[config.mk]
export PLATFORM = sky130hd
export DESIGN_NAME = alu_ctrl_pipe
export DESIGN_NICKNAME = d
export VERILOG_FILES = /design/src/rtl/alu_ctrl_pkg.sv /design/src/rtl/alu_ctrl_decode.sv /design/src/rtl/alu_ctrl_pipe.sv
export SDC_FILE = /design/constraint.sdc
export NUM_CORES = 1
export LEC_CHECK = 0
export CORE_UTILIZATION = 46
export DETAILED_ROUTE_END_ITERATION = 10
export PLACE_DENSITY = 0.82
export SYNTH_ARGS = -nofsm -noshare
export SYNTH_HDL_FRONTEND = slang
export SYNTH_SLANG_ARGS = --single-unit
[constraint.sdc]
create_clock -name clk -period 3.66 [get_ports clk]
set_input_delay 0.366 -clock clk [delete_from_list [all_inputs] [get_ports clk]]
set_output_delay 0.366 -clock clk [all_outputs]
set_load 0.01 [all_outputs]
[src/rtl/alu_ctrl_pkg.sv]
// Shared RV32I encodings and ALU op codes for the pipelined ALU-control decoder.
package alu_ctrl_pkg;

  localparam logic [6:0] OPC_R_TYPE  = 7'b0110011;
  localparam logic [6:0] OPC_I_IMM   = 7'b0010011;
  localparam logic [6:0] OPC_I_LOAD  = 7'b0000011;
  localparam logic [6:0] OPC_S_TYPE  = 7'b0100011;
  localparam logic [6:0] OPC_B_TYPE  = 7'b1100011;
  localparam logic [6:0] OPC_I_JALR  = 7'b1100111;
  localparam logic [6:0] OPC_J_JAL   = 7'b1101111;
  localparam logic [6:0] OPC_U_LUI   = 7'b0110111;
  localparam logic [6:0] OPC_U_AUIPC = 7'b0010111;

  localparam logic [2:0] F3_ADD_SUB = 3'b000;
  localparam logic [2:0] F3_SLL     = 3'b001;
  localparam logic [2:0] F3_SLT     = 3'b010;
  localparam logic [2:0] F3_SLTU    = 3'b011;
  localparam logic [2:0] F3_XOR     = 3'b100;
  localparam logic [2:0] F3_SR      = 3'b101;
  localparam logic [2:0] F3_OR      = 3'b110;
  localparam logic [2:0] F3_AND     = 3'b111;

  localparam logic [6:0] F7_BASE   = 7'b0000000;
  localparam logic [6:0] F7_ALT    = 7'b0100000;
  localparam logic [6:0] F7_MULDIV = 7'b0000001;

  typedef enum logic [4:0] {
    ALU_ADD    = 5'd0,
    ALU_SUB    = 5'd1,
    ALU_SLL    = 5'd2,
    ALU_SLT    = 5'd3,
    ALU_SLTU   = 5'd4,
    ALU_XOR    = 5'd5,
    ALU_SRL    = 5'd6,
    ALU_SRA    = 5'd7,
    ALU_OR     = 5'd8,
    ALU_AND    = 5'd9,
    ALU_PASS_B = 5'd10,
    ALU_MUL    = 5'd16,
    ALU_MULH   = 5'd17,
    ALU_MULHSU = 5'd18,
    ALU_MULHU  = 5'd19,
    ALU_DIV    = 5'd20,
    ALU_DIVU   = 5'd21,
    ALU_REM    = 5'd22,
    ALU_REMU   = 5'd23
  } alu_op_e;

  // f7-independent meaning of funct3 for register/immediate ALU ops (shift right resolves to SRL).
  function automatic logic [4:0] base_op(input logic [2:0] f3);
    logic [4:0] op;
    case (f3)
      F3_ADD_SUB: op = ALU_ADD;
      F3_SLL:     op = ALU_SLL;
      F3_SLT:     op = ALU_SLT;
      F3_SLTU:    op = ALU_SLTU;
      F3_XOR:     op = ALU_XOR;
      F3_SR:      op = ALU_SRL;
      F3_OR:      op = ALU_OR;
      F3_AND:     op = ALU_AND;
      default:    op = ALU_ADD;
    endcase
    return op;
  endfunction

endpackage

[src/rtl/alu_ctrl_decode.sv]
// Combinational RV32I decode to ALU op, operand selects and illegal flag.
// Optional macro ALU_CTRL_MEXT_EN makes the M-extension R-type encodings legal.
module alu_ctrl_decode
  import alu_ctrl_pkg::*;
(
  input  logic [31:0] instr_i,
  output logic [4:0]  alu_op_o,
  output logic        src_a_pc_o,
  output logic        src_b_imm_o,
  output logic        illegal_o
);

  logic [6:0] opc;
  logic [2:0] f3;
  logic [6:0] f7;
  logic       unused_fields;

  assign opc = instr_i[6:0];
  assign f3  = instr_i[14:12];
  assign f7  = instr_i[31:25];
  assign unused_fields = ^{instr_i[24:15], instr_i[11:7]};

  always_comb begin
    alu_op_o    = ALU_ADD;
    src_a_pc_o  = 1'b0;
    src_b_imm_o = 1'b0;
    illegal_o   = 1'b0;
    case (opc)
      OPC_R_TYPE: begin
        if (f7 == F7_BASE) begin
          alu_op_o = base_op(f3);
        end else if (f7 == F7_ALT && f3 == F3_ADD_SUB) begin
          alu_op_o = ALU_SUB;
        end else if (f7 == F7_ALT && f3 == F3_SR) begin
          alu_op_o = ALU_SRA;
        end else if (f7 == F7_MULDIV) begin
`ifdef ALU_CTRL_MEXT_EN
          alu_op_o = ALU_MUL | {2'b00, f3};
`else
          illegal_o = 1'b1;
`endif
        end else begin
          illegal_o = 1'b1;
        end
      end
      OPC_I_IMM: begin
        src_b_imm_o = 1'b1;
        if (f3 == F3_SLL) begin
          if (f7 == F7_BASE) alu_op_o = ALU_SLL;
          else               illegal_o = 1'b1;
        end else if (f3 == F3_SR) begin
          if (f7 == F7_BASE)     alu_op_o = ALU_SRL;
          else if (f7 == F7_ALT) alu_op_o = ALU_SRA;
          else                   illegal_o = 1'b1;
        end else begin
          alu_op_o = base_op(f3);
        end
      end
      OPC_I_LOAD, OPC_S_TYPE, OPC_I_JALR: begin
        src_b_imm_o = 1'b1;
      end
      OPC_B_TYPE: begin
        alu_op_o = ALU_SUB;
      end
      OPC_J_JAL, OPC_U_AUIPC: begin
        src_a_pc_o  = 1'b1;
        src_b_imm_o = 1'b1;
      end
      OPC_U_LUI: begin
        alu_op_o    = ALU_PASS_B;
        src_b_imm_o = 1'b1;
      end
      default: illegal_o = 1'b1;
    endcase
    // Illegal encodings always present a neutral ADD with register operands.
    if (illegal_o) begin
      alu_op_o    = ALU_ADD;
      src_a_pc_o  = 1'b0;
      src_b_imm_o = 1'b0;
    end
  end

endmodule

[src/rtl/alu_ctrl_pipe.sv]
// Pipelined ALU-control decoder: decode, PIPE_STAGES valid/ready register stages,
// flush and a saturating illegal-instruction counter. Optional macro: ALU_CTRL_MEXT_EN.
module alu_ctrl_pipe
  import alu_ctrl_pkg::*;
#(
  parameter int PIPE_STAGES = 1,
  parameter int ALU_OP_W    = 5,
  parameter int TAG_W       = 8,
  parameter int CNT_W       = 16
) (
  input  logic                clk,
  input  logic                rst,
  input  logic                flush,
  input  logic                in_valid,
  output logic                in_ready,
  input  logic [31:0]         in_instr,
  input  logic [TAG_W-1:0]    in_tag,
  output logic                out_valid,
  input  logic                out_ready,
  output logic [ALU_OP_W-1:0] out_alu_op,
  output logic                out_src_a_pc,
  output logic                out_src_b_imm,
  output logic                out_illegal,
  output logic [TAG_W-1:0]    out_tag,
  output logic [CNT_W-1:0]    illegal_cnt
);

  localparam int S = PIPE_STAGES;

  logic [4:0] dec_op;
  logic       dec_a_pc;
  logic       dec_b_imm;
  logic       dec_ill;
  logic       accept;

  alu_ctrl_decode u_decode (
    .instr_i     (in_instr),
    .alu_op_o    (dec_op),
    .src_a_pc_o  (dec_a_pc),
    .src_b_imm_o (dec_b_imm),
    .illegal_o   (dec_ill)
  );

  // Index 0 of each chain is the decoded input; index k+1 is the output of stage k.
  logic                vld_c [S+1];
  logic [ALU_OP_W-1:0] op_c  [S+1];
  logic                a_c   [S+1];
  logic                b_c   [S+1];
  logic                ill_c [S+1];
  logic [TAG_W-1:0]    tag_c [S+1];
  logic [S-1:0]        stg_vld;
  logic [S-1:0]        rdy;

  assign vld_c[0] = in_valid;
  assign op_c[0]  = ALU_OP_W'(dec_op);
  assign a_c[0]   = dec_a_pc;
  assign b_c[0]   = dec_b_imm;
  assign ill_c[0] = dec_ill;
  assign tag_c[0] = in_tag;

  assign in_ready = rdy[0];
  assign accept   = in_valid & rdy[0] & ~flush;

  for (genvar k = 0; k < S; k++) begin : g_stage
    logic                valid_q, valid_d, load;
    logic [ALU_OP_W-1:0] op_q;
    logic                a_q, b_q, ill_q;
    logic [TAG_W-1:0]    tag_q;

    // Stage k can take data when any stage from k to the end has a bubble or the sink drains.
    assign rdy[k] = out_ready | ~(&stg_vld[S-1:k]);

    always_comb begin
      valid_d = valid_q;
      load    = 1'b0;
      if (flush) begin
        valid_d = 1'b0;
      end else if (rdy[k]) begin
        valid_d = vld_c[k];
        load    = vld_c[k];
      end
    end

    always_ff @(posedge clk) begin
      if (rst) begin
        valid_q <= 1'b0;
        op_q    <= '0;
        a_q     <= 1'b0;
        b_q     <= 1'b0;
        ill_q   <= 1'b0;
        tag_q   <= '0;
      end else begin
        valid_q <= valid_d;
        if (load) begin
          op_q  <= op_c[k];
          a_q   <= a_c[k];
          b_q   <= b_c[k];
          ill_q <= ill_c[k];
          tag_q <= tag_c[k];
        end
      end
    end

    assign stg_vld[k]  = valid_q;
    assign vld_c[k+1]  = valid_q;
    assign op_c[k+1]   = op_q;
    assign a_c[k+1]    = a_q;
    assign b_c[k+1]    = b_q;
    assign ill_c[k+1]  = ill_q;
    assign tag_c[k+1]  = tag_q;
  end

  assign out_valid     = vld_c[S];
  assign out_alu_op    = op_c[S];
  assign out_src_a_pc  = a_c[S];
  assign out_src_b_imm = b_c[S];
  assign out_illegal   = ill_c[S];
  assign out_tag       = tag_c[S];

  logic [CNT_W-1:0] cnt_q, cnt_d;

  // Counted at accept time, so entries flushed later remain counted.
  always_comb begin
    cnt_d = cnt_q;
    if (accept && dec_ill && !(&cnt_q)) cnt_d = cnt_q + CNT_W'(1);
  end

  always_ff @(posedge clk) begin
    if (rst) cnt_q <= '0;
    else     cnt_q <= cnt_d;
  end

  assign illegal_cnt = cnt_q;

endmodule

Yosys cells after proc, flatten, opt, wreduce, memory -nomap -nowiden --
Memories as Yosys holds them, arrays and structs flattened. Index checks and enable logic that the tools add are counted.
Word-level totals: memories 2, flip-flop bits (word level) 33, word-level logic and storage cells 64, memory bits (read-only) 64
Memories:
- (name not given) | depth 8, width 4, rd ports 1, clocked after Yosys merged registers in 0, wr ports 0, line alu_ctrl_pkg.sv:52 | case (f3)
- (name not given) | depth 8, width 4, rd ports 1, clocked after Yosys merged registers in 0, wr ports 0, line alu_ctrl_pkg.sv:52
Cells by class: reduce and logical (&&, ||, !) cells 12, equality and inequality tests 12, bitwise gates (word level) 5, add/sub/neg operators 1, mux-type cells 25
Operator list (count):
- 5-bit 2-to-1 mux | 6
- 7-bit by 6-bit == test with 1-bit output, second input constant | 4
- 7-bit == test, second input constant | 3
- 5-bit one-hot mux with 4 select lines | 1
- 16-bit by 1-bit adder with 16-bit output, second input constant | 1
- 16-bit AND reduction | 1
- 7-bit by 5-bit == test with 1-bit output, second input constant | 2
- 1-bit 2-to-1 mux | 14
- 7-bit OR reduction | 2
- 7-bit by 2-bit == test with 1-bit output, second input constant | 1
- 7-bit zero test | 1
- 3-bit 2-to-1 mux | 2
- 1-bit logical AND | 4
- 2-bit OR reduction | 2
- 3-bit by 1-bit == test with 1-bit output, second input constant | 1
- 3-bit == test, second input constant | 1
- 3-bit zero test | 1
- 1-bit one-hot mux with 3 select lines | 1
- 1-bit bitwise AND | 2
- 2-bit 2-to-1 mux | 1
- 1-bit inverter | 2
- 1-bit zero test | 1
- 1-bit bitwise OR | 1

Logic depth before layout (Yosys ltp) --
Gate-level depths: netlist of run 1.
depth after elaboration 8, gate-level depth with buffers 11, mapped depth without buffers 8

Modules after synthesis --
From an unflattened synthesis of run 1, not the netlist that was laid out.
Second synthesis, totals: cells, all modules 241, area total of the unflattened synthesis 1896.8 µm²
By module, submodules not included:
- alu_ctrl_pipe | times used 1, area each 1402.6 µm², cells each 170
- alu_ctrl_decode | times used 1, area each 494.2 µm², cells each 71

Worst setup path after synthesis of run 1 --
No wires, ideal clock.
path kind input-to-reg, from input in_instr[13], to register cnt_q[6], in the netlist illegal_cnt[6], library setup time 0.121 ns, arrival time 2.189 ns, cell stages on the path 10, path slack 1.350 ns, path through inv_1 -> ha_1 -> clkbuf_1 -> mux2i_1 -> a2111oi_4 -> a211oi_2 -> o21ai_4 -> buf_6 -> nor3_2 -> mux2_4
Between the ends: word-level cells in the longest chain between the ends 8, elaborated cells between the ends (all ways) 13, those cells by class eq/ne: 2; mux: 6; reduce/logical: 5
RTL lines:
- from (decl) | line alu_ctrl_pipe.sv:16 | input logic [31:0] in_instr,
- 3-bit == test | line alu_ctrl_decode.sv:34, alu_ctrl_decode.sv:51
- 1-bit logical AND | line alu_ctrl_decode.sv:34 | end else if (f7 == F7_ALT && f3 == F3_SR) begin
- 1-bit 2-to-1 mux | line alu_ctrl_decode.sv:34
- 1-bit 2-to-1 mux | line alu_ctrl_decode.sv:32 | end else if (f7 == F7_ALT && f3 == F3_ADD_SUB) begin
- 1-bit 2-to-1 mux | line alu_ctrl_decode.sv:30 | if (f7 == F7_BASE) begin
- 1-bit one-hot mux with 3 select lines * | line alu_ctrl_decode.sv:28 | case (opc)
- 1-bit logical AND * (2 in series) | line alu_ctrl_pipe.sv:125 | if (accept && dec_ill && !(&cnt_q)) cnt_d = cnt_q + CNT_W'(1);
- to (signal assigned) | line alu_ctrl_pipe.sv:130 | else cnt_q <= cnt_d;
- to (decl) | line alu_ctrl_pipe.sv:120 | logic [CNT_W-1:0] cnt_q, cnt_d;
Mark *: on every way between the ends. The rest lies on a longest branch, timed or not. A chain may end at the register's enable or synchronous reset.

Worst setup path in the final report of run 1 --
from input in_instr[26], to register cnt_q[6], in the netlist illegal_cnt[6]
Between the ends: word-level cells in the longest chain between the ends 8, elaborated cells between the ends (all ways) 15, those cells by class eq/ne: 1; mux: 9; reduce/logical: 5
RTL lines (line):
- 7-bit by 6-bit == test with 1-bit output | alu_ctrl_decode.sv:32, alu_ctrl_decode.sv:34, alu_ctrl_decode.sv:53
- 1-bit 2-to-1 mux or 1-bit logical AND (tied branches) | alu_ctrl_decode.sv:53, alu_ctrl_decode.sv:34
- 1-bit 2-to-1 mux (on tied branches) | alu_ctrl_decode.sv:52, alu_ctrl_decode.sv:34
- 1-bit 2-to-1 mux (on tied branches) | alu_ctrl_decode.sv:51, alu_ctrl_decode.sv:32
- 1-bit 2-to-1 mux (on tied branches) | alu_ctrl_decode.sv:48, alu_ctrl_decode.sv:30
- 1-bit one-hot mux with 3 select lines * | alu_ctrl_decode.sv:28
- 1-bit logical AND * (2 in series) | alu_ctrl_pipe.sv:125
Marked as above.

==> results of run 1 <==
[synthesized netlist by cell type, types with 2 or more instances]
| cell | count |
|---|---|
| sky130_fd_sc_hd__a21boi_0 | 2 |
| sky130_fd_sc_hd__a21oi_1 | 21 |
| sky130_fd_sc_hd__a22oi_1 | 3 |
| sky130_fd_sc_hd__and2_1 | 2 |
| sky130_fd_sc_hd__clkbuf_1 | 7 |
| sky130_fd_sc_hd__dfxtp_1 | 32 |
| sky130_fd_sc_hd__ha_1 | 5 |
| sky130_fd_sc_hd__inv_1 | 10 |
| sky130_fd_sc_hd__mux2_2 | 3 |
| sky130_fd_sc_hd__mux2i_1 | 2 |
| sky130_fd_sc_hd__nand2_1 | 31 |
| sky130_fd_sc_hd__nand2b_1 | 4 |
| sky130_fd_sc_hd__nand3_1 | 9 |
| sky130_fd_sc_hd__nand3b_1 | 2 |
| sky130_fd_sc_hd__nand4_1 | 2 |
| sky130_fd_sc_hd__nor2_1 | 24 |
| sky130_fd_sc_hd__nor2b_1 | 6 |
| sky130_fd_sc_hd__nor3_1 | 9 |
| sky130_fd_sc_hd__nor3b_1 | 2 |
| sky130_fd_sc_hd__nor4_1 | 3 |
| sky130_fd_sc_hd__o21a_1 | 4 |
| sky130_fd_sc_hd__o21ai_0 | 18 |
| sky130_fd_sc_hd__o31a_1 | 2 |
| sky130_fd_sc_hd__o31ai_1 | 4 |
| sky130_fd_sc_hd__or2_2 | 2 |
| sky130_fd_sc_hd__or3_1 | 7 |
| sky130_fd_sc_hd__or4_1 | 2 |
[layer usage]
layer / global-route usage [%] / part of all wire, %
met5: 0 / 0
met4: 6.52 / 0.91
met3: 5.00 / 4.9
met2: 40.8 / 50
met1: 25.1 / 44
[per-stage QoR]
stage	std cells	utilization, %	cell area, um2	worst slack, ns	power [W]
finish	349	68.4	2580	0.869	0.000726
global route	349	68.4	2580	0.751	0.000757
CTS	349	68.4	2580	0.903	0.000732
detailed placement	342	66.4	2500	0.637	0.000485
global placement	342	66.4	2500	0.651	0.000483
floorplan	240	-	1870	1.35	0.000427
[final timing paths]
| path | slack [ns] | cells past startpoint | endpoint |
|---|---|---|---|
| max | 0.87 | 7 | illegal_cnt[6] |
| min | 0.46 | 2 | out_tag[7] |
| max reg2reg | 1.63 | 8 | illegal_cnt[9] |
| min reg2reg | 0.46 | 2 | out_tag[7] |
[worst min-delay path: cells and delay by family (launching register included)]
family / cells / cell delay, ns
AOI/OAI and AO/OA: 1 / 0.05
DFF: 1 / 0.31
and+or+nand+nor: 1 / 0.05
[power breakdown]
group / total [W] / internal, W / switching [W]
Sequential: 0.000360 / 0.000355 / 0.00000484
Clock: 0.000248 / 0.000129 / 0.000119
Combinational: 0.000118 / 0.0000614 / 0.0000566
[layout make-up]
type                    count  area (um2)  area share (%)
clock buffers               6        72.6            2.81
repair buffers             65         643            24.9
clock inverters             1        5.00           0.194
well taps                  48        60.1            2.33
inverters                  10        37.5            1.45
flip-flops and latches     32         641            24.8
multi-input cells         187        1120            43.5
[kinds of logic (layout without fill, tap and decap cells)]
logic type / count (synthesis) / after routing / synth area share, %
XOR/XNOR: 1 / 1 / 0.468
adder cells (fa/ha/maj): 5 / 5 / 3.34
flip-flops: 32 / 32 / 34.2
other: 1 / 1 / 0.200
AO/OA/AOI/OAI: 64 / 64 / 22.8
multiplexers: 6 / 6 / 3.68
buffers and inverters: 21 / 82 / 5.75
AND/OR/NAND/NOR: 110 / 110 / 29.5
[state kept, by name, summed over array words and instances (netlist names)]
| name | cells |
|---|---|
| out_illegal | 1 |
| out_tag | 8 |
| out_alu_op | 4 |
| out_src_a_pc | 1 |
| out_valid | 1 |
| illegal_cnt | 16 |
| out_src_b_imm | 1 |
==> results by stage, run 1 <==
Outcome:
- The run finished with clean final reports.

Flow run:
- The total of max-cap violations is 0.

Placement:
- The wire-length estimate of the detail-placed layout is 3190 um.
- The final estimated routing congestion in global placement is 0.818.
- The number of port buffers is 62.

Setup path:
- The count of buffering cells on the critical path with inverters included is 1.
- Of all nets on the critical path, the largest fanout is 27.
- STA puts the critical path data arrival time at 2.96 ns.
- The nature of the critical path endpoint is a register.
- The cell type of the slowest stage on the worst timing path is sky130_fd_sc_hd__or4_1.
- The dominant delay contributor by cell family on the critical path is compound AO/OA/AOI/OAI gates.
- The type of the setup path with the least slack is in -> reg.
- The largest stage delay on the critical path is 0.67 ns.
- The most critical setup path has its startpoint at in_instr[26].
- The type of element launching the critical path is a primary input.
- The worst register-to-register path begins at out_valid.
- At the worst endpoint, the required time is 3.83 ns.
- The signal on the critical path passes through clkdlybuf4s50_1 -> or4_1 -> o31ai_1 -> a211oi_2 -> o21ai_4 -> nor3_2 -> mux2_4.

Synth:
- In the post-synthesis netlist, the biggest area contributors are sky130_fd_sc_hd__dfxtp_1 34%, sky130_fd_sc_hd__nand2_1 6.2%, sky130_fd_sc_hd__a21oi_1 5.6%.
- The commonest register cell after synthesis is sky130_fd_sc_hd__dfxtp_1.
- The sequential share of the synthesized area is 34.2%.
- Yosys mapped a number of flops with a built-in enable equal to 0.
- The number of nets in the synthesized netlist is 290.
- Dividing the synthesized area by the synthesized cell count gives 7.79 um2.
- The count of mapped cells out of synthesis is 240.
- After synthesis, the largest area contributor takes up 34.2% of total cell area.
- In the synthesized netlist the async set-or-reset flop fraction comes to 0%.
- The count of warnings emitted by yosys is 0.
- The synthesized design spends more area on one cell type than any other, namely sky130_fd_sc_hd__dfxtp_1.
- In this run, distinct cell masters in the synthesized netlist total 49.
- The synthesized netlist occupies a cell area of 1870 um2.
- The synthesized design contains 32 register bits.

GRT:
- The wire length of the first global-routing pass is 7490 um.
- The initial antenna violation count is 0.
- The largest net degree at the start of global routing is 32.
- The total overflow left after global routing is 0.
- The via count of the first global-routing pass is 1743.
- Global routing used 22.2% of the available tracks.

Floorplanning:
- The die covers 4330 um2.
- 79 I/O pins were placed.
- Row generation in the floorplan step produced 22 rows.
- The area of the core region is 3770 um2.
- The starting utilization of the core area is 49.6%.
- Measured along the y axis, the die boundary spans 65.8 um.
- The floorplan die width is 65.8 um.

STA:
- Setup repair after global routing left no endpoint under its margin.
- On the final layout, the worst clock skew is 0.00347 ns.
- The tightest slew margin relative to the limit is 35.1%.
- The final hold violation count is 0.
- The max-slew violation total from the final report is 0.
- The minimum clock period after layout is 2.79 ns.
- The worst hold margin is 0.456 ns.
- At the pin with the least slew margin, the transition time is 0.972 ns.
- Setup total negative slack on the finished layout was measured at 0 ns.
- In the finished design, the share of the clock period the worst path needs comes to 76.3%.
- The maximum frequency from static timing analysis is 358 MHz.
- Setup violations remaining at the end of the flow were counted as 0.

Layout:
- The top cell types in the final layout, fill and taps aside, are 62 x sky130_fd_sc_hd__clkdlybuf4s50_1, 32 x sky130_fd_sc_hd__dfxtp_1, 31 x sky130_fd_sc_hd__nand2_1.
- At the end of the flow, the number of nets in the layout was 351.
- The most common cell after layout, fill and taps aside is sky130_fd_sc_hd__clkdlybuf4s50_1.
- The proportion of layout cells with a drive suffix above 1 is 7.64%.
- The number of diodes is 0.
- The layout has 339 filler cells.
- Compared with the post-synthesis result, the final layout area differs by 38.0%.

Detailed routing:
- The total DRC errors in the routed layout is 0.
- For this block, the via count after detailed routing is 1878.
- The routed length per instance is 12.6 um.
- In this run the remaining antenna-violating nets after routing total 0.
- The post-detailed-route via-to-cell ratio is 5.38.
- The number of design-rule violations left by the first detailed-router iteration is 99.
- The routed design has 4410 um of wire.
- The first detailed-routing pass took 4 iterations.

Power:
- The worst supply voltage drop on vdd is 258 uV.
- Dividing total power by cell area gives a power density of 281 nW/um2.
- For this design the static power due to leakage is 0.879 nW.

Clock tree:
- The number of setup buffers added after CTS is 0.
- Buffers inserted during clock tree synthesis total 5.
- Hold repair after CTS inserted 0 buffers.
- The later pin in the worst-skew pair is clocked with a latency of 0.28 ns.
- Clock-pin slew was measured on the worst setup and hold paths at 0.06 ns.
- The tree built by TritonCTS fans out to 32 sinks.
- The maximum level of the CTS H-tree is 2.
- The root buffer selected by CTS is sky130_fd_sc_hd__clkbuf_8.
- The worst-case clock buffer depth is 2.
- The clock tree from TritonCTS is yes.
- The number of gates resized after CTS is 0.

Min path:
- The worst hold path begins at out_tag[7].
- The min-delay analysis places its worst path in the category reg -> reg.
Power figures use the tool's default switching activity.
==> run 2, diff against run 1 <==
Settings changed: CORE_UTILIZATION 46 to 43, PLACE_DENSITY 0.82 to 0.77.
Clock period 3.66 ns to 2.8 ns, I/O delays scaled along.
==> results by stage, run 2 (synthesized netlist as in run 1, its figures left out) <==
Detailed routing:
- The post-detailed-route via-to-cell ratio is 5.27.
- The number of iterations in the first detailed-routing pass is 4.
- In the routed design, unresolved DRC markers number 0.
- Once detail routing completed, the nets flagged for antenna violations numbered 0.
- Across all layers, the routed design uses 1919 vias.
- For this block, the initial DRC count from the detailed router was 133.
- The routed length per instance is 11.9 um.
- The total detailed-routing wirelength is 4330 um.

Clock tree:
- Counting the buffers created by CTS gives 5.
- The CTS sink count is 32.
- Hold repair after CTS inserted 0 buffers.
- The worst-case clock buffer depth is 2.
- The clock tree from TritonCTS is yes.
- For the worst-skew pair, the clock arrives at the later sink with an insertion delay of 0.27 ns.
- The H-tree was split into 2 levels.
- The root buffer selected by CTS is sky130_fd_sc_hd__clkbuf_8.
- In this run, post-CTS repair resized a total of 0 instances.
- The number of setup buffers added after CTS is 0.
- The clock-pin slew on the worst setup and hold paths is 0.06 ns.

Layout:
- The most common cell after layout, fill and taps aside is sky130_fd_sc_hd__clkdlybuf4s50_1.
- In the final layout, flip-flops and latches occupy 641 um2.
- Summing all multi-input logic gate instances after layout gives 1120 um2.
- The number of filler cells placed in the layout is 372.
- The proportion of layout cells with a drive suffix above 1 is 11.8%.
- The layout overhead on the synthesized area is 45.0%.
- The number of flip-flops under the largest register name is 16.
- The repair_antennas step left the layout with diodes totalling 0.
- The top cell types in the final layout, fill and taps aside, are 62 x sky130_fd_sc_hd__clkdlybuf4s50_1, 32 x sky130_fd_sc_hd__dfxtp_1, 31 x sky130_fd_sc_hd__nand2_1.
- For this run, the post-layout net count is 364.

Setup path:
- Counting both buffers and inverters, the worst setup path holds a total of 4.
- The nature of the critical path endpoint is a register.
- The critical path is of the in -> reg type.
- The largest individual stage delay along the critical path comes from the cell sky130_fd_sc_hd__clkdlybuf4s50_1.
- STA puts the critical path data required time at 2.96 ns.
- The largest stage delay on the critical path is 0.51 ns.
- The maximum net fanout on the critical path is 27.
- The worst setup path is launched from a primary input.
- Data on the critical path arrives at its endpoint at 2.57 ns.
- The critical path goes through clkdlybuf4s50_1 -> inv_1 -> ha_1 -> mux2i_1 -> buf_4 -> a2111oi_4 -> a211oi_2 -> o21ai_4 -> buf_12 -> nor4_1 -> mux2_2.
- The dominant delay contributor by cell family on the critical path is buffers and inverters.

STA:
- Derived from the worst setup path, the maximum achievable clock frequency is 415 MHz.
- The max-slew violation total from the final report is 0.
- Setup total negative slack on the finished layout was measured at 0 ns.
- Setup repair after global routing left no endpoint under its margin.
- The final number of setup-violating endpoints is 0.
- The tightest slew margin relative to the limit is 51.5%.
- Between clock sinks in the finished design, the worst skew comes to 0.00474 ns.
- The pin slew with the least headroom to its limit is 0.725 ns.
- The clock period could shrink to 2.41 ns.
- The final hold violation count was 0.
- After layout, the worst path uses 86.0% of the clock period.

Placement:
- The placed wire-length estimate is 3350 um.
- The number of port buffers is 62.
- The final estimated routing congestion in global placement is 0.787.

Min path:
- The min-delay analysis places its worst path in the category reg -> reg.

Floorplanning:
- In this run the core area contains 23 standard-cell rows.
- The starting utilization of the core area is 45.8%.
- The floorplan step defined a core boundary enclosing 4090 um2.
- The die is 68.0 um tall.
- The floorplan die width is 68.0 um.
- During I/O placement, the number of pins put on the boundary was 79.
- The overall die area is 4620 um2.

GRT:
- The largest net degree at the start of global routing is 28.
- The initial antenna violation count is 0.
- The total global-route track usage is 20.1%.
- The total congestion overflow is 0.
- The via count of the first global-routing pass was 1607.
- The wire length of the first global-routing pass is 6990 um.

Power:
- The overall power is 0.00101 W.
- For this design the ratio of total power to cell area is 373 nW/um2.
- The worst supply voltage drop on vdd is 258 uV.
- The static leakage power is 0.956 nW.

Flow run:
- The total of max-cap violations is 0.

Outcome:
- The flow ran to the end, and the final reports show no timing, DRC or antenna violations.
[run 2: final timing paths]
kind,start,to,slack [ns],depth (start not counted)
max reg2reg,illegal_cnt[0],illegal_cnt[14],0.76,8
min reg2reg,out_tag[6],out_tag[6],0.45,2
min,out_tag[6],out_tag[6],0.45,2
max,in_instr[12],illegal_cnt[14],0.39,11
[run 2: area by class of cell]
| cell class | count | share of cell area [%] |
|---|---|---|
| sequential | 32 | 23.6 |
| clock buffer | 7 | 3.55 |
| tap | 50 | 2.31 |
| inverter | 10 | 1.38 |
| multi-input combinational | 187 | 41.4 |
| timing repair buffer | 78 | 27.8 |
[run 2: metal layers]
| layer | part of all wire (%) | track usage (%) | vias to the layer above |
|---|---|---|---|
| met5 | 0 | 0 | - |
| met2 | 47 | 32.5 | 56 |
| met3 | 6.9 | 6.50 | 4 |
| met4 | 0.72 | 7.55 | 0 |
| li1 | - | - | 996 |
| met1 | 45 | 24.7 | 863 |
[run 2: where the power goes]
part	internal, W	switching, W	total (W)
sequential	0.000464	0.00000585	0.000470
combinational	0.0000928	0.0000768	0.000170
clock	0.000218	0.000152	0.000371
[run 2: through the flow]
step / utilization, % / hold slack [ns] / area, um2 / cells / setup slack, ns
after floorplan: - / 0.359 / 1870 / 240 / 0.576
after detailed placement: 64.0 / 0.444 / 2620 / 357 / 0.101
after global routing: 66.4 / 0.479 / 2710 / 364 / 0.199
final: 66.4 / 0.452 / 2710 / 364 / 0.393
after global placement: 64.0 / 0.440 / 2620 / 357 / 0.119
after CTS: 66.4 / 0.454 / 2710 / 364 / 0.390
[run 2: worst reg2reg max path, cell delays in order (launching register included)]
cell                      delay [ns]
sky130_fd_sc_hd__dfxtp_1        0.35
sky130_fd_sc_hd__ha_1           0.24
sky130_fd_sc_hd__nand2_1        0.11
sky130_fd_sc_hd__nor2_1         0.07
sky130_fd_sc_hd__a41oi_1        0.31
sky130_fd_sc_hd__o21ai_4        0.10
sky130_fd_sc_hd__buf_12         0.17
sky130_fd_sc_hd__nor4_1         0.21
sky130_fd_sc_hd__mux2_2         0.37
